## config.mk

```make
export PLATFORM = sky130hd
export DESIGN_NAME = mix_columns_seq
export DESIGN_NICKNAME = d
export VERILOG_FILES = /design/src/rtl/aes_pkg.sv /design/src/rtl/mix_column_unit.sv /design/src/rtl/mix_columns_seq.sv
export SDC_FILE = /design/constraint.sdc
export NUM_CORES = 1
export LEC_CHECK = 0
export BUFFER_PORTS_ARGS = -buffer_cell sky130_fd_sc_hd__buf_2
export CAP_MARGIN = 20
export CORE_UTILIZATION = 40
export DETAILED_ROUTE_END_ITERATION = 16
export REMOVE_ABC_BUFFERS = 1
export SYNTH_ARGS = -nofsm -noshare
export SYNTH_HDL_FRONTEND = slang
export SYNTH_SLANG_ARGS = --single-unit
```

## constraint.sdc

```tcl
create_clock -name clk -period 3.8 [get_ports clk]
set_input_delay 0.76 -clock clk [delete_from_list [all_inputs] [get_ports clk]]
set_output_delay 0.76 -clock clk [all_outputs]
set_load 0.005 [all_outputs]
```

## src/rtl/aes_pkg.sv

```systemverilog
// aes_pkg: shared AES widths, GF(2^8) helpers and the MixColumns FSM state type
package aes_pkg;
  localparam int STATE_W = 128;
  localparam int COL_W   = 32;
  typedef enum logic [1:0] {IDLE, BUSY, DONE} state_t;
  function automatic logic [7:0] xtime(input logic [7:0] b);
    return {b[6:0], 1'b0} ^ (b[7] ? 8'h1b : 8'h00);
  endfunction
  function automatic logic [7:0] gf_mul(input logic [7:0] b, input logic [3:0] k);
    logic [7:0] x2, x4, x8;
    x2 = xtime(b);
    x4 = xtime(x2);
    x8 = xtime(x4);
    return (k[0] ? b : 8'h00) ^ (k[1] ? x2 : 8'h00) ^ (k[2] ? x4 : 8'h00) ^ (k[3] ? x8 : 8'h00);
  endfunction
endpackage

```

## src/rtl/mix_column_unit.sv

```systemverilog
// mix_column_unit: combinational forward/inverse MixColumns on one 32-bit column
module mix_column_unit import aes_pkg::*; #(
  parameter bit INV_EN = 1'b1
) (
  input  logic [COL_W-1:0] col,
  input  logic             inv,
  output logic [COL_W-1:0] res
);
  localparam logic [15:0] FWD_K = 16'h2311;
  localparam logic [15:0] INV_K = 16'hebd9;
  logic [15:0] k;
  assign k = (INV_EN && inv) ? INV_K : FWD_K;
  for (genvar r = 0; r < 4; r++) begin : g_row
    assign res[31-8*r -: 8] = gf_mul(col[31:24], k[15-4*((4-r)%4) -: 4])
                            ^ gf_mul(col[23:16], k[15-4*((5-r)%4) -: 4])
                            ^ gf_mul(col[15:8],  k[15-4*((6-r)%4) -: 4])
                            ^ gf_mul(col[7:0],   k[15-4*((7-r)%4) -: 4]);
  end
endmodule

```

## src/rtl/mix_columns_seq.sv

```systemverilog
// mix_columns_seq: sequential AES MixColumns/InvMixColumns, COLS_PER_CYCLE columns per clock
module mix_columns_seq import aes_pkg::*; #(
  parameter int COLS_PER_CYCLE = 1,
  parameter bit INV_EN         = 1'b1
) (
  input  logic               clk,
  input  logic               rst_n,
  input  logic               in_valid,
  output logic               in_ready,
  input  logic [STATE_W-1:0] in_data,
  input  logic               inv,
  output logic               out_valid,
  input  logic               out_ready,
  output logic [STATE_W-1:0] out_data,
  output logic               busy
);
  localparam int GW = COL_W * COLS_PER_CYCLE;
  if (COLS_PER_CYCLE != 1 && COLS_PER_CYCLE != 2 && COLS_PER_CYCLE != 4) begin : g_bad_cpc
    $error("mix_columns_seq: COLS_PER_CYCLE must be 1, 2 or 4");
  end
  state_t state, nxt;
  logic [1:0] cnt;
  logic mode;
  logic [STATE_W-1:0] work;
  logic [6:0] hi;
  logic last;
  logic [GW-1:0] grp_in, grp_out;
  assign hi = 7'd127 - {cnt, 5'd0};
  assign last = cnt == 2'(4 - COLS_PER_CYCLE);
  assign grp_in = work[hi -: GW];
  assign out_data = work;
  for (genvar i = 0; i < COLS_PER_CYCLE; i++) begin : g_col
    mix_column_unit #(.INV_EN(INV_EN)) u_col (
      .col(grp_in[GW-1-COL_W*i -: COL_W]),
      .inv(mode),
      .res(grp_out[GW-1-COL_W*i -: COL_W])
    );
  end
  // state register
  always_ff @(posedge clk or negedge rst_n)
    if (!rst_n) state <= IDLE;
    else state <= nxt;
  // next-state: accept in IDLE, walk column groups in BUSY, release on output handshake
  always_comb
    nxt = state == IDLE ? (in_valid ? BUSY : IDLE) :
          state == BUSY ? (last ? DONE : BUSY) :
          (out_ready ? IDLE : DONE);
  // handshake and status outputs decoded from state
  always_comb begin
    in_ready  = state == IDLE;
    out_valid = state == DONE;
    busy      = state != IDLE;
  end
  // working register: capture on accept, transform the selected column group in place while busy
  always_ff @(posedge clk or negedge rst_n)
    if (!rst_n) begin
      work <= '0;
      mode <= 1'b0;
      cnt  <= '0;
    end else if (in_ready && in_valid) begin
      work <= in_data;
      mode <= INV_EN && inv;
      cnt  <= '0;
    end else if (state == BUSY) begin
      work[hi -: GW] <= grp_out;
      cnt  <= cnt + 2'(COLS_PER_CYCLE);
    end
endmodule
```

Word level (Yosys, flattened, before mapping)
Index checks and enable logic that the tools add are counted.
{ "op_classes": {"n_mux": 87, "bitwise": 72, "eq_ne": 3, "n_reduce_logical": 4, "add_sub_neg": 3, "shift": 3} }
{ "ops": {"columns": ["operator", "n"], "rows": [
  ["XOR 8 bit", 71],
  ["2-to-1 mux 8 bit", 64],
  ["2-to-1 mux 128 bit", 2],
  ["variable shift 32 x 9 -> 159 bit, first input constant", 1],
  ["variable part select 159 x 8 -> 32 bit", 1],
  ["variable part select 32 x 9 -> 159 bit", 1],
  ["bitwise mux 128 bit", 1],
  ["2-to-1 mux 5 bit", 12],
  ["2-to-1 mux 16 bit", 1],
  ["2-to-1 mux 2 bit", 6],
  ["negation 7 -> 9 bit", 1],
  ["XOR 8 x 5 -> 8 bit", 1],
  ["subtractor 7 bit, first input constant", 1],
  ["== test 2 bit, second input constant", 2],
  ["nonzero test 2 bit", 2],
  ["adder 2 x 1 -> 2 bit, second input constant", 1],
  ["== test 2 x 1 -> 1 bit, second input constant", 1],
  ["logical NOT 2 bit", 1],
  ["logical AND 1 bit", 1],
  ["2-to-1 mux 1 bit", 1]
]} }
{ "word_totals": {"ff_bits": 133, "word_cells": 176, "out_inout_bits": 131, "in_bits": 133} }

Longest topological paths before layout
Gate-level depths: netlist of the first run.
{ "logic_depth": {"depth_word": 17, "ltp_mapped": 11, "ltp_nobuf": 7} }

Modules after synthesis
Synthesis of the first run repeated with hierarchy kept, for this count alone.
{ "unflattened": {"hier_cells": 932, "area_unflattened_um2": 10856.7} }
{ "modules_own_cells": {"columns": ["mod", "seq_area_each_um2", "cells_per_inst", "instances", "area_per_inst_um2"], "rows": [
  ["mix_columns_seq", 3328.2, 680, 1, 8431.8],
  ["mix_column_unit", 0.0, 252, 1, 2424.8]
]} }

Worst setup path after synthesis of the first run
OpenSTA, ideal clock, no wires.
{ "synth_timing": {"path_type": "register -> register", "start": "reg cnt[0]", "end": "reg work[92] (netlist: out_data[92])", "setup_time_ps": 77, "period_less_slack_ps": 3054, "slack_ps": 746, "n_path_buf": 2, "required_ps": 3723, "arrival_ps": 2977, "path_stages_with_launch": 10, "cell_sequence": "dfrtp_1 > buf_6 > buf_12 > mux4_2 > xor2_1 > xnor3_2 > xnor2_2 > mux2i_2 > xnor3_1 > o21ai_1"} }
{ "synth_between": {"elab_chain_len": 15, "word_cells_on_any_way": 156, "classes_between": "2 x add/sub; 3 x shift; 79 x mux; 72 x bitwise"} }
{ "synth_rtl": {"columns": ["item", "line", "source"], "rows": [
  ["from (decl)", "mix_columns_seq.sv:22", "logic [1:0] cnt;"],
  ["from (signal assigned)", "mix_columns_seq.sv:66", "cnt <= cnt + 2'(COLS_PER_CYCLE);"],
  ["subtractor 7 bit (*)", "mix_columns_seq.sv:28", "assign hi = 7'd127 - {cnt, 5'd0};"],
  ["variable part select 159 x 8 -> 32 bit", "mix_columns_seq.sv:30", "assign grp_in = work[hi -: GW];"],
  ["2-to-1 mux 5 bit or XOR 8 bit (tied branches)", "aes_pkg.sv:7", "return {b[6:0], 1'b0} ^ (b[7] ? 8'h1b : 8'h00);"],
  ["XOR 8 bit or 2-to-1 mux 5 bit (tied branches)", "aes_pkg.sv:7", null],
  ["2-to-1 mux 8 bit, or another cell as far along", "aes_pkg.sv:14", "return (k[0] ? b : 8'h00) ^ (k[1] ? x2 : 8'h00) ^ (k[2] ? x4 : 8'h00) ^ (k[3] ? x8 : 8'h00);"],
  ["XOR 8 bit, or another cell as far along", "aes_pkg.sv:14", null],
  ["XOR 8 bit or 2-to-1 mux 8 bit (tied branches)", "aes_pkg.sv:14", null],
  ["XOR 8 bit", "aes_pkg.sv:14", null],
  ["XOR 8 bit", "mix_column_unit.sv:15", "^ gf_mul(col[23:16], k[15-4*((5-r)%4) -: 4])"],
  ["XOR 8 bit", "mix_column_unit.sv:16", "^ gf_mul(col[15:8], k[15-4*((6-r)%4) -: 4])"],
  ["XOR 8 bit", "mix_column_unit.sv:17", "^ gf_mul(col[7:0], k[15-4*((7-r)%4) -: 4]);"],
  ["variable part select 32 x 9 -> 159 bit", "mix_columns_seq.sv:65", "work[hi -: GW] <= grp_out;"],
  ["bitwise mux 128 bit (*)", "mix_columns_seq.sv:65", null],
  ["2-to-1 mux 128 bit (*)", "mix_columns_seq.sv:64", "end else if (state == BUSY) begin"],
  ["2-to-1 mux 128 bit (*)", "mix_columns_seq.sv:60", "end else if (in_ready && in_valid) begin"],
  ["to (signal assigned)", "mix_columns_seq.sv:61", "work <= in_data;"],
  ["to (signal, indexed assignment)", "mix_columns_seq.sv:65", null],
  ["to (decl)", "mix_columns_seq.sv:24", "logic [STATE_W-1:0] work;"]
]} }
Every way passes the cells marked *; elsewhere a longest branch is shown, timed or not. The select of a mux whose other input is x is not followed.
A chain may end at the register's enable or synchronous reset.

Worst setup path in the final report of the first run
{ "layout_timing": {"start": "reg cnt[0]", "end": "reg work[44] (netlist: out_data[44])"} }
Same word-level chain as after synthesis.

==> results of run 1 <==
sequential cells by signal (all words and copies together) (netlist names):
register  count
out_data    128
cnt           2
state         2
mode          1
worst max-delay path, delay by kind of cell, from the launching register on:
family / cells / cell delay [ps]
xor+xnor: 4 / 1340
mux: 2 / 1000
flops: 1 / 460
buf+inv: 1 / 240
compound gates: 1 / 150
kinds of logic after synthesis:
group | share of synthesized area
AO/OA/AOI/OAI | 0.1966
XOR/XNOR | 0.2568
adder cells (fa/ha/maj) | 0.005873
buffers and inverters | 0.03597
flip-flops | 0.3905
multiplexers | 0.08853
AND/OR/NAND/NOR | 0.02569
per-layer routing:
metal  track usage  vias up  share of wire
met1        0.3463     3520           0.46
met2        0.3953      273           0.48
met4       0.07113        0          0.011
li1              -     3204              -
met3       0.03642       21          0.055
met5             0        -              0
synth_stat cells, drive strengths merged (5+ instances only):
library cell | number | share of area
dfrtp | 133 | 0.39
o21ai | 131 | 0.077
a22oi | 128 | 0.11
xnor2 | 108 | 0.12
xor2 | 47 | 0.053
clkbuf | 41 | 0.018
mux4 | 32 | 0.085
xnor3 | 28 | 0.074
nand2 | 25 | 0.011
buf | 20 | 0.016
nor2 | 8 | 0.0044
a21o | 5 | 0.0044
per-stage QoR:
| stage | setup slack (ps) | hold slack [ps] |
|---|---|---|
| 2_1_floorplan | -275.7 | 464.4 |
| 3_3_place_gp | 545.1 | 509.2 |
| 3_5_place_dp | 472.1 | 522.6 |
| 4_1_cts | 453.6 | 474.4 |
| 5_1_grt | 277.4 | 499.9 |
| 6_report | 484.6 | 442.9 |
cell type report:
cell class | count | area, um2 | area share
clock buffers | 24 | 491.7 | 0.04598
clock inverters | 8 | 50.05 | 0.004680
inverters | 4 | 15.01 | 0.001404
multi-input cells | 539 | 4895 | 0.4577
flip-flops and latches | 133 | 3331 | 0.3115
well taps | 275 | 344.1 | 0.03218
repair buffers | 284 | 1568 | 0.1466
final timing paths:
| check | endpoint | start |
|---|---|---|
| worst max-delay path | out_data[44]$_DFFE_PN0P_ | cnt[0]$_DFFE_PN0P_ |
| worst min-delay path | out_data[82]$_DFFE_PN0P_ | rst_n |
| worst max register to register | out_data[44]$_DFFE_PN0P_ | cnt[0]$_DFFE_PN0P_ |
| worst min register to register | out_data[80]$_DFFE_PN0P_ | out_data[80]$_DFFE_PN0P_ |
| max in group asynchronous | out_data[98]$_DFFE_PN0P_ | rst_n |
| min in group clk | out_data[80]$_DFFE_PN0P_ | out_data[80]$_DFFE_PN0P_ |
==> flow_metrics.tcl, run 1 <==
set metrics [dict create \
    ctsResizeCount 0 \
    num_io_pins 264 \
    hold_path.class "in -> async" \
    port_buffers 263 \
    final_util 0.5103 \
    tightest_slew_ps 911.2 \
    endpoint_kind "flop" \
    synth_cells 737 \
    layout_common_cells "buf_2, dfrtp_1, a22oi_1" \
    reg2reg_depth 8 \
    max_freq_mhz 301.6 \
    synth_edf_count 0 \
    critPathSlowestCell "mux4_2" \
    ys_seq_elements 133 \
    drive_gt1_frac 0.3700 \
    place_inst 1235 \
    rows 53 \
    worstPathRequired_ps 4110 \
    antenna_found_initial 0 \
    stdcell_count 1267 \
    cts_root_buffer "clkbuf_16" \
    fin_setup_tns_ps 0 \
    finalWirelength_um 26550 \
    overflow 0 \
    grt_max_degree 98 \
    place_congestion 0.8494 \
    rrSetupSlack_ps 480 \
    syn_area_um2 8522 \
    clk_latency_ps 420 \
    rsz0062_at_grt "false" \
    period_share 0.8725 \
    wire_per_inst_um 20.95 \
    final_nets 1116 \
    dp_hpwl_um 19600 \
    status "finished clean" \
    diodes 0 \
    first_iter_violations 471 \
    ys_seq_area_frac 0.3905 \
    max_stage_delay_ps 670 \
    final_cell_area_um2 10690 \
    die-area_um2 21890 \
    clock_skew_ps 8.010 \
    worstPathCellList "buf_4 -> mux4_2 -> xnor2_4 -> xnor3_2 -> xnor2_2 -> mux2i_2 -> xnor3_1 -> o21ai_1" \
    ys_warn_count 0 \
    die_h_um 148.0 \
    initial_core_util 0.4067 \
    cts_buffer_depth 2 \
    die_x_um 148.0 \
    cts_max_level 4 \
    avgSynthCellArea_um2 11.56 \
    num_vias 7018 \
    max_slew_margin 0.3925 \
    crit_type "reg -> reg" \
    clk_pin_slew_ps 60 \
    numClockSinks 133 \
    syn2layout_area_growth_pct 25.49 \
    place_area_um2 10150 \
    path_max_fanout 9 \
    viasPerCell 5.539 \
    final_common_cell "buf_2" \
    cp-start-kind "flop" \
    core_um2 20960 \
    cts_tree "yes" \
    grt_first_pass_wirelength_um 40380 \
    ys.flop_type "dfrtp_1" \
    cap_violations 0 \
    drv_slew 0 \
    hold_viol_final 0 \
    synthArstFlopShare 1.000 \
    cts_setup_buffers 0 \
    setup_viol 0 \
    grt_usage 0.2464 \
    nFillCells 2047 \
    cts-buffers-inserted 17 \
    fin_crit_ps 3315 \
    grt_pass1_vias 6913 \
    cts_hold_buf 0 \
    ant_nets 0 \
    synth_cell_types 38 \
    route.detailed.drc 0 \
    worstPathArrival_ps 3630 \
    dr.pass1.iters 6 \
]
Power of run 1 is left out: the tool's default activity adds up to more than one toggle a clock period on the data nets, which glitch-free logic cannot reach.
==> run 2, diff against run 1 <==
==> constraint.sdc (replaced) <==
create_clock -name clk -period 3.8 [get_ports clk]
set_input_delay 0.57 -clock clk [delete_from_list [all_inputs] [get_ports clk]]
set_output_delay 0.57 -clock clk [all_outputs]
set_load 0.005 [all_outputs]
==> flow_metrics.tcl, run 2 (same netlist as run 1, synthesis figures left out) <==
set metrics [dict create \
    rsz0062_at_grt "false" \
    tightest_slew_ps 896.0 \
    cts_tree "yes" \
    grt_pass1_vias 7120 \
    num_io_pins 264 \
    endpoint_kind "flop" \
    grt_usage 0.2519 \
    rows 53 \
    first_iter_violations 476 \
    antenna_found_initial 0 \
    dr.pass1.iters 6 \
    clock_skew_ps 10.40 \
    cts_root_buffer "clkbuf_16" \
    drv_slew 0 \
    worstPathArrival_ps 3660 \
    numClockSinks 133 \
    overflow 0 \
    path_max_fanout 9 \
    period_share 0.8796 \
    cts_hold_buf 0 \
    final_common_cell "buf_2" \
    cp-start-kind "flop" \
    layout_common_cells "buf_2, dfrtp_1, a22oi_1" \
    max_freq_mhz 299.2 \
    die_x_um 148.0 \
    syn2layout_area_growth_pct 25.66 \
    status "finished clean" \
    final_nets 1117 \
    reg2reg_from "cnt[0]$_DFFE_PN0P_" \
    place_congestion 0.8530 \
    wire_per_inst_um 21.12 \
    viasPerCell 5.628 \
    setup_viol 0 \
    hold_path.class "in -> async" \
    clk_latency_ps 420 \
    grt_max_degree 78 \
    num_vias 7136 \
    largest_reg_flops 128 \
    cts_setup_buffers 0 \
    die_h_um 148.0 \
    port_buffers 263 \
    ant_nets 0 \
    cts_buffer_depth 2 \
    route.detailed.drc 0 \
    fin_crit_ps 3342 \
    ctsResizeCount 0 \
    core_um2 20960 \
    diodes 0 \
    die-area_um2 21890 \
    hold_viol_final 0 \
    grt_first_pass_wirelength_um 41190 \
    cap_violations 0 \
    max_slew_margin 0.4020 \
    drive_gt1_frac 0.3726 \
    fin_setup_tns_ps 0 \
    finalWirelength_um 26780 \
    worstPathRequired_ps 4120 \
    cts-buffers-inserted 17 \
    crit_start "cnt[0]$_DFFE_PN0P_" \
    dp_hpwl_um 19950 \
    clk_pin_slew_ps 60 \
    crit_type "reg -> reg" \
    cts_max_level 4 \
    initial_core_util 0.4067 \
]
==> run 2: metal layers <==
metal / global-route usage / wire length, um
met5: 0 / 0
met4: 0.08299 / 434
met3: 0.04444 / 1617
met2: 0.3988 / 12830
met1: 0.3500 / 11900
==> run 2: final timing paths <==
path                                              to  slack [ps]  cells past startpoint
min in group clk                  state[1]$_DFF_PN0_         340                      2
hold reg to reg            out_data[127]$_DFFE_PN0P_         530                      2
setup / recovery            out_data[60]$_DFFE_PN0P_         460                      8
setup reg to reg            out_data[60]$_DFFE_PN0P_         460                      8
hold / removal              out_data[75]$_DFFE_PN0P_         170                      1
max in group asynchronous   out_data[60]$_DFFE_PN0P_        2630                      2
==> run 2: area by class of cell <==
class,instances,area (um2)
fillers,1984,10250
flip-flops and latches,133,3331
inverters,4,15.01
repair buffers,285,1563
well taps,275,344.1
multi-input cells,539,4895
clock inverters,12,105.1
clock buffers,20,456.7
==> run 2: critical path: stages (launching register included) <==
cell and delay [ps]:
dfrtp_2 460, buf_4 240, mux4_2 680, xnor2_4 270, xnor3_2 400, xnor2_2 240
mux2i_2 350, xnor3_1 440, o21ai_1 160
==> run 2: per-stage QoR <==
stage / setup WS [ps] / utilization / hold WS [ps] / instance area (um2) / instances
after detailed placement: 446.9 / 0.4842 / 523.1 / 10150 / 1236
after CTS: 431.3 / 0.5110 / 195.1 / 10710 / 1268
after global routing: 266.6 / 0.5110 / 205.9 / 10710 / 1268
final: 457.7 / 0.5110 / 166.2 / 10710 / 1268
after floorplan: -275.7 / - / 274.4 / 8230 / 676
after global placement: 544.3 / 0.4842 / 510.7 / 10150 / 1236
Power of run 2 is left out for the same reason.
